$ cat src/rtl/fazyrv_mem_pkg.sv
// Shared types for the FazyRV memory responder: FSM states, grant encoding, SRAM timing.
package fazyrv_mem_pkg;

    typedef enum logic [1:0] {
        IDLE  = 2'd0,
        WAIT  = 2'd1,
        ISSUE = 2'd2,
        RESP  = 2'd3
    } state_t;

    typedef enum logic [1:0] {
        GNT_NONE = 2'd0,
        GNT_I    = 2'd1,
        GNT_D    = 2'd2
    } gnt_t;

    localparam int RAM_RD_LAT = 1;

endpackage

$ cat src/rtl/fazyrv_mem_arb.sv
// 2:1 fixed-priority arbiter (dmem wins) with the matching request field mux.
module fazyrv_mem_arb
    import fazyrv_mem_pkg::*;
(
    input  logic        imem_stb,
    input  logic [31:0] imem_adr,
    input  logic        dmem_stb,
    input  logic        dmem_we,
    input  logic [3:0]  dmem_be,
    input  logic [31:0] dmem_adr,
    input  logic [31:0] dmem_wdat,
    output gnt_t        gnt,
    output logic [31:0] adr,
    output logic        we,
    output logic [3:0]  be,
    output logic [31:0] wdat
);

    always_comb begin
        gnt  = GNT_NONE;
        adr  = imem_adr;
        we   = 1'b0;
        be   = 4'hF;
        wdat = '0;
        if (dmem_stb) begin
            gnt  = GNT_D;
            adr  = dmem_adr;
            we   = dmem_we;
            be   = dmem_be;
            wdat = dmem_wdat;
        end else if (imem_stb) begin
            gnt = GNT_I;
        end
    end

endmodule

$ cat src/rtl/fazyrv_mem_resp.sv
// imem/dmem strobe-ack responder in front of a 1-cycle-latency single-port SRAM.
// Optional bus-error reporting for out-of-range addresses: FAZYRV_MEM_RESP_BUSERR_EN.
module fazyrv_mem_resp
    import fazyrv_mem_pkg::*;
#(
    parameter int ADR_WIDTH   = 10,
    parameter int WAIT_STATES = 0
) (
    input  logic                 clk_i,
    input  logic                 rst_in,
    input  logic                 imem_stb_i,
    input  logic [31:0]          imem_adr_i,
    output logic [31:0]          imem_dat_o,
    output logic                 imem_ack_o,
    input  logic                 dmem_stb_i,
    input  logic                 dmem_we_i,
    input  logic [3:0]           dmem_be_i,
    input  logic [31:0]          dmem_adr_i,
    input  logic [31:0]          dmem_dat_i,
    output logic [31:0]          dmem_dat_o,
    output logic                 dmem_ack_o,
    output logic                 ram_cs_o,
    output logic                 ram_we_o,
    output logic [3:0]           ram_be_o,
    output logic [ADR_WIDTH-1:0] ram_adr_o,
    output logic [31:0]          ram_wdat_o,
    input  logic [31:0]          ram_rdat_i,
`ifdef FAZYRV_MEM_RESP_BUSERR_EN
    output logic                 imem_err_o,
    output logic                 dmem_err_o,
`endif
    output state_t               dbg_state_o
);

    localparam logic [3:0] WAIT_LAST = (WAIT_STATES > 0) ? 4'(WAIT_STATES - 1) : 4'd0;

    state_t state, state_nxt;
    gnt_t   gnt, arb_gnt;
    logic [3:0] wait_cnt, wait_cnt_nxt;

    logic [31:0] arb_adr, arb_wdat;
    logic [3:0]  arb_be;
    logic        arb_we, arb_err;

    logic [ADR_WIDTH-1:0] lat_adr;
    logic [31:0]          lat_wdat;
    logic [3:0]           lat_be;
    logic                 lat_we, lat_err;
    logic                 gstb, resp;
    logic                 unused_adr;

    fazyrv_mem_arb u_arb (
        .imem_stb  (imem_stb_i),
        .imem_adr  (imem_adr_i),
        .dmem_stb  (dmem_stb_i),
        .dmem_we   (dmem_we_i),
        .dmem_be   (dmem_be_i),
        .dmem_adr  (dmem_adr_i),
        .dmem_wdat (dmem_dat_i),
        .gnt       (arb_gnt),
        .adr       (arb_adr),
        .we        (arb_we),
        .be        (arb_be),
        .wdat      (arb_wdat)
    );

`ifdef FAZYRV_MEM_RESP_BUSERR_EN
    assign arb_err    = |arb_adr[31:ADR_WIDTH+2];
    assign unused_adr = ^arb_adr[1:0];
`else
    // Upper address bits are dropped so accesses wrap modulo the RAM size.
    assign arb_err    = 1'b0;
    assign unused_adr = ^{arb_adr[31:ADR_WIDTH+2], arb_adr[1:0]};
`endif

    always_ff @(posedge clk_i or negedge rst_in) begin
        if (!rst_in) begin
            state    <= IDLE;
            wait_cnt <= '0;
            gnt      <= GNT_NONE;
            lat_adr  <= '0;
            lat_we   <= 1'b0;
            lat_be   <= '0;
            lat_wdat <= '0;
            lat_err  <= 1'b0;
        end else begin
            state    <= state_nxt;
            wait_cnt <= wait_cnt_nxt;
            // Request fields are frozen once the FSM leaves IDLE.
            if (state == IDLE) begin
                gnt      <= arb_gnt;
                lat_adr  <= arb_adr[ADR_WIDTH+1:2];
                lat_we   <= arb_we;
                lat_be   <= arb_be;
                lat_wdat <= arb_wdat;
                lat_err  <= arb_err;
            end
        end
    end

    always_comb begin
        gstb = 1'b0;
        case (gnt)
            GNT_I:   gstb = imem_stb_i;
            GNT_D:   gstb = dmem_stb_i;
            default: gstb = 1'b0;
        endcase
    end

    always_comb begin
        state_nxt    = state;
        wait_cnt_nxt = wait_cnt;
        case (state)
            IDLE: begin
                wait_cnt_nxt = '0;
                if (arb_gnt != GNT_NONE)
                    state_nxt = (WAIT_STATES > 0) ? WAIT : ISSUE;
            end
            WAIT: begin
                if (!gstb)
                    state_nxt = IDLE;
                else if (wait_cnt == WAIT_LAST)
                    state_nxt = ISSUE;
                else
                    wait_cnt_nxt = wait_cnt + 4'd1;
            end
            ISSUE:   state_nxt = gstb ? RESP : IDLE;
            RESP:    state_nxt = IDLE;
            default: state_nxt = IDLE;
        endcase
    end

    // A withdrawn strobe gates both the SRAM access and the acknowledge.
    assign ram_cs_o   = (state == ISSUE) && gstb && !lat_err;
    assign ram_we_o   = ram_cs_o && lat_we;
    assign ram_be_o   = lat_we ? lat_be : 4'hF;
    assign ram_adr_o  = lat_adr;
    assign ram_wdat_o = lat_wdat;

    assign resp       = (state == RESP) && gstb;
    assign imem_ack_o = resp && (gnt == GNT_I) && !lat_err;
    assign dmem_ack_o = resp && (gnt == GNT_D) && !lat_err;
    assign imem_dat_o = imem_ack_o ? ram_rdat_i : '0;
    assign dmem_dat_o = (dmem_ack_o && !lat_we) ? ram_rdat_i : '0;

`ifdef FAZYRV_MEM_RESP_BUSERR_EN
    assign imem_err_o = resp && (gnt == GNT_I) && lat_err;
    assign dmem_err_o = resp && (gnt == GNT_D) && lat_err;
`endif

    assign dbg_state_o = state;

endmodule
$ cat config.mk
export PLATFORM = sky130hd
export DESIGN_NAME = fazyrv_mem_resp
export DESIGN_NICKNAME = d
export VERILOG_FILES = /design/src/rtl/fazyrv_mem_pkg.sv /design/src/rtl/fazyrv_mem_arb.sv /design/src/rtl/fazyrv_mem_resp.sv
export SDC_FILE = /design/constraint.sdc
export NUM_CORES = 1
export LEC_CHECK = 0
export ABC_CLOCK_PERIOD_IN_PS = 2800
export CAP_MARGIN = 5
export CORE_MARGIN = 4
export CORE_UTILIZATION = 33
export CTS_CLUSTER_DIAMETER = 50
export DETAILED_ROUTE_END_ITERATION = 6
export PLACE_DENSITY = 0.88
export RECOVER_POWER = 100
export SYNTH_ARGS = -nofsm -noshare
export SYNTH_HDL_FRONTEND = slang
export SYNTH_SLANG_ARGS = --single-unit
$ cat constraint.sdc
create_clock -name clk_i -period 2.8 [get_ports clk_i]
set_input_delay 0.7 -clock clk_i [delete_from_list [all_inputs] [get_ports clk_i]]
set_output_delay 0.7 -clock clk_i [all_outputs]
set_load 0.01 [all_outputs]
# == Word-level counts from Yosys, hierarchy flattened ==
# Index checks and enable logic that the tools add are counted.
# classes
n_reduce_logical,13
eq_ne,9
muxes,18
addsub,1
# op_table
operator,n
2-to-1 mux 32 bit,3
2-to-1 mux 4 bit,4
2-to-1 mux 12 bit,1
2-to-1 mux 2 bit,5
case mux 2 bit (4 select lines),1
case mux 4 bit (2 select lines),1
equality test 2 bit (second input constant),3
logical AND 1 bit,6
adder 4 x 1 -> 4 bit (second input constant),1
equality test 2 x 1 -> 1 bit (second input constant),2
zero test 4 bit,1
!= test 2 bit (second input constant),2
nonzero test 2 bit,2
!= test 3 bit (second input constant),1
AND reduction 3 bit,1
zero test 2 bit,1
2-to-1 mux 1 bit,2
!= test 2 x 1 -> 1 bit (second input constant),1
case mux 1 bit (2 select lines),1
AND reduction 2 bit,1
zero test 1 bit,1
# word_totals
out_inout_bits,116
elab_cells,48
in_bits,137
register_bits,55

# == Longest topological paths before layout ==
# Gate-level depths: netlist (run 1).
# depth
word_depth,6
ltp_mapped,7
mapped_depth_nobuf,5

# == Modules after synthesis ==
# Synthesis (run 1) repeated with hierarchy kept, for this count alone.
# unflattened
hier_cells,310
hier_area_um2,3577.2
# modules_own_cells
module,instances,seq_area_each_um2,area_each_um2,cells_per_inst
fazyrv_mem_resp,1,1376.3,2753.9,231
fazyrv_mem_arb,1,0.0,823.3,79

# == Worst setup path before layout (run 1) ==
# Ideal clock, no wire load.
# synth_timing
kind,input port to output port
from,input dmem_stb_i
to,output dmem_dat_o[10]
required_time_ns,2.100
slack_ns,0.175
cell_stages,6
path_buffers,3
t_arrival_ns,1.925
path_cell_list,buf_2 a22oi_1 or4_1 buf_2 buf_6 nor3b_2
# synth_via
elab_chain_cells,5
# synth_lines
element,line_no,rtl
"start, declared",fazyrv_mem_resp.sv:15,"input logic dmem_stb_i,"
case mux 1 bit (2 select lines),fazyrv_mem_resp.sv:103,case (gnt)
logical AND 1 bit,fazyrv_mem_resp.sv:140,assign resp = (state == RESP) && gstb;
logical AND 1 bit,fazyrv_mem_resp.sv:142,assign dmem_ack_o = resp && (gnt == GNT_D) && !lat_err;
logical AND 1 bit,fazyrv_mem_resp.sv:144,assign dmem_dat_o = (dmem_ack_o && !lat_we) ? ram_rdat_i : '0;
2-to-1 mux 32 bit,fazyrv_mem_resp.sv:144,
"end, declared",fazyrv_mem_resp.sv:20,"output logic [31:0] dmem_dat_o,"
# Every way passes these cells.

# == Final worst setup path (run 1) ==
# layout_timing
from,input imem_stb_i
to,output dmem_dat_o[30]
# layout_via
elab_chain_cells,5
# layout_lines
element,line_no,rtl
"start, declared",fazyrv_mem_resp.sv:11,"input logic imem_stb_i,"
case mux 1 bit (2 select lines),fazyrv_mem_resp.sv:103,
logical AND 1 bit,fazyrv_mem_resp.sv:140,
logical AND 1 bit,fazyrv_mem_resp.sv:142,
logical AND 1 bit,fazyrv_mem_resp.sv:144,
2-to-1 mux 32 bit,fazyrv_mem_resp.sv:144,
# Every way passes these cells.

==> results of run 1 <==
## state kept, by name (all words and copies together), names as in the netlist
register     flops
ram_wdat_o      32
wait_cnt         4
gnt              2
ram_adr_o       10
lat_be           4
lat_we           1
dbg_state_o      2
## metal layers
layer  vias to the layer above  global-route usage [%]
met2                       151                    32.3
li1                       1567                       -
met5                         -                       0
met4                         0                    6.94
met3                        21                    5.74
met1                      1461                    20.2
## report_power, final
part | internal (W) | switching (W)
logic | 0.000993 | 0.00106
clock network | 0.000175 | 0.000247
registers | 0.00117 | 0.000245
## final timing paths
kind                                        to  depth (start not counted)
worst max-delay path            dmem_dat_o[30]                          7
worst min-delay path                 lat_be[1]                          2
worst max register to register     wait_cnt[0]                          5
worst min register to register       lat_be[1]                          2
max in group asynchronous               lat_we                          2
min in group asynchronous       ram_wdat_o[15]                          1
## final cells by class
| cell class | instances | area (sq um) |
|---|---|---|
| clock inverters | 2 | 12.5 |
| inverters | 7 | 26.3 |
| fillers | 791 | 3720 |
| flip-flops and latches | 55 | 1380 |
| repair buffers | 240 | 2180 |
| well taps | 111 | 139 |
| multi-input cells | 251 | 1670 |
| clock buffers | 6 | 72.6 |
## critical path, cell delays in order
cell and delay (ns):
dlygate4sd2_1 0.26, a22oi_2 0.08, or4_4 0.51, buf_6 0.16, buf_12 0.15, nor3b_2 0.18, buf_2 0.15
## cell usage in the layout (no fill, tap or decap), types with 5 or more instances in the layout
cell | netlist | layout
clkdlybuf4s50_1 | 0 | 91
nand2_1 | 85 | 85
dfrtp_1 | 55 | 54
o21ai_0 | 49 | 49
buf_2 | 5 | 47
dlygate4sd3_1 | 0 | 46
nor3b_2 | 29 | 30
buf_6 | 3 | 30
and2_4 | 0 | 18
and2_1 | 32 | 14
buf_4 | 0 | 13
mux2i_1 | 10 | 10
nand2b_1 | 7 | 7
inv_1 | 6 | 5
nor2b_1 | 5 | 5
nor3_1 | 6 | 5
clkbuf_8 | 0 | 5
## cell families (layout without fill, tap and decap cells)
family | count (synthesis) | after routing | share of synthesized area, %
simple gates | 178 | 178 | 34.7
compound gates | 58 | 58 | 10.5
flops | 55 | 55 | 44.2
buf+inv | 38 | 255 | 5.50
mux | 11 | 11 | 3.57
fa+ha+maj | 4 | 4 | 1.61
## what timing repair did
item / 4_1_cts / 5_1_grt
hold buffers: 0 / 0
setup buffers: 8 / 8
gates resized for setup: 286 / 54
hold endpoints to repair: 0 / 0
cloned: 5 / 0
endpoints found under the setup margin: 68 / 67
pin swaps: 14 / 13
## through the flow
| stage | setup TNS (ns) | setup slack (ns) |
|---|---|---|
| after floorplan | 0 | 0.175 |
| after global placement | -39.74 | -0.718 |
| after detailed placement | -44.98 | -0.816 |
| after CTS | -3.14 | -0.120 |
| after global routing | -8.62 | -0.202 |
| final | -2.84 | -0.101 |
==> metrics.md, run 1 <==
| Metric | Value |
|---|---|
| Status | finished, violations left |
| Failing checks | setup timing |
| RSZ-0062 raised after global routing | yes |
| M1 WL | 4010 microns |
| Register-to-register setup slack | 0.30 ns |
| Overall global routing resource usage | 18.2% |
| Final-report max-slew violation count | 0 |
| Post-Syn Instances | 344 |
| Max_slew headroom | 14.3% |
| Final WS setup | -0.101 ns |
| Cell accounting for the most synthesized area | dfrtp_1 |
| Endpoints failing hold | 0 |
| Placed insts | 649 |
| Final period util | 104% |
| Startpoint Class | input port |
| Final critical-path required period | 2.90 ns |
| Synth top cells by count | nand2_1 (85), dfrtp_1 (55), o21ai_0 (49) |
| Die height | 105 microns |
| N_diodes | 0 |
| Count leader, synth | nand2_1 |
| Cell Rows | 35 |
| Hold Startpoint | lat_be[1] |
| Met2 wire len | 5270 microns |
| Largest net degree at the start of global routing | 56 |
| Core outline area | 9200 sq um |
| Hold Worst Slack | 0.477 ns |
| Hold Path Class | reg2reg |
| Top cells by area, synth | dfrtp_1 (44%), nor3b_2 (12%), nand2_1 (10%), o21ai_0 (7.9%), and2_1 (6.4%) |
| Initial antenna violation count | 0 |
| Drt pass-1 iters | 4 |
| Share of cells above drive strength 1 | 29.1% |
| Power density cells | 709 nW/um^2 |
| Die area | 11100 sq um |
| CTS tree | done |
| Power, Total | 0.00389 W |
| YS warnings | 0 |
| DR iter-0 viols | 91 |
| Die X-Extent | 105 microns |
| Final ANT Viol Nets | 0 |
| Worst setup path category | in2out |
| Synth Flop Type | dfrtp_1 |
| Clock latency on the worst-skew pair | 0.30 ns |
| Max Cap Viol | 0 |
| Setup Viol. Count Final | 50 |
| #FFs+latches synth | 55 |
| Register area share after synthesis | 44.2% |
| WL per Instance | 15.6 microns |
| Ports | 253 |
| Area after DPL | 5340 sq um |
| Routed wire length on met3 | 844 microns |
| Arr. time, crit path | 2.20 ns |
| Post-Syn Area | 3120 sq um |
| First-pass GRT wire length | 16600 microns |
| Critical path launch point | imem_stb_i |
| Post-Layout Inst Area | 5480 sq um |
| Max Freq | 345 MHz |
| Routability Congestion | 0.815 |
| Highest Signal Layer | met4 |
| TritonCTS buffer count | 5 |
| Final cell count without fillers | 672 |
| Crit-path max FO | 15 |
| DRC viols | 0 |
| Synth top area share | 44.2% |
| Initial Util | 33.9% |
| GR Overflow Total | 0 |
| # clock sinks | 55 |
| Synthesized Nets | 485 |
| NumNets Final | 701 |
| Number of global-route vias before repair | 3357 |
| # H-tree levels | 2 |
| Fin util | 59.6% |
| Root Driver | clkbuf_8 |
| Clock buffer depth | 2 |
| Drt via density | 4.76 |
| Clock slew at reported path FFs | 0.09 ns |
| Tightest Pin Transition | 1.29 ns |
| Vias | 3200 |
| Endpoint class of the critical path | output port |
| Post-synth ARST share | 100% |
| Area Overhead vs Synth | 75.8% |
| Clock Skew | 0.00488 ns |
| Syn avg cell area | 9.06 sq um |
| Port Buf Inserts | 208 |
| Post-DP HPWL | 7890 microns |
| Post-synth EDFFs | 0 |
| Number of distinct library cells after synthesis | 30 |
| Peak supply drop | 449 uV |
| WP data required | 2.10 ns |
| Final WL | 10500 microns |
| Launching point of the worst reg2reg path | dbg_state_o[0] |
| Static Leak | 2.55 nW |
No activity file was read; power rests on OpenSTA's default activity.
==> inputs of run 2 (changes only) <==
SLEW_MARGIN = 10   (was unset)
==> results of run 2 <==
The final DEF is identical to that of run 1; final timing and power are the same.
==> inputs of run 3 (changes only) <==
SLEW_MARGIN = 40   (was 10)
==> results of run 3 <==
The final DEF is identical to that of run 1; final timing and power are the same.
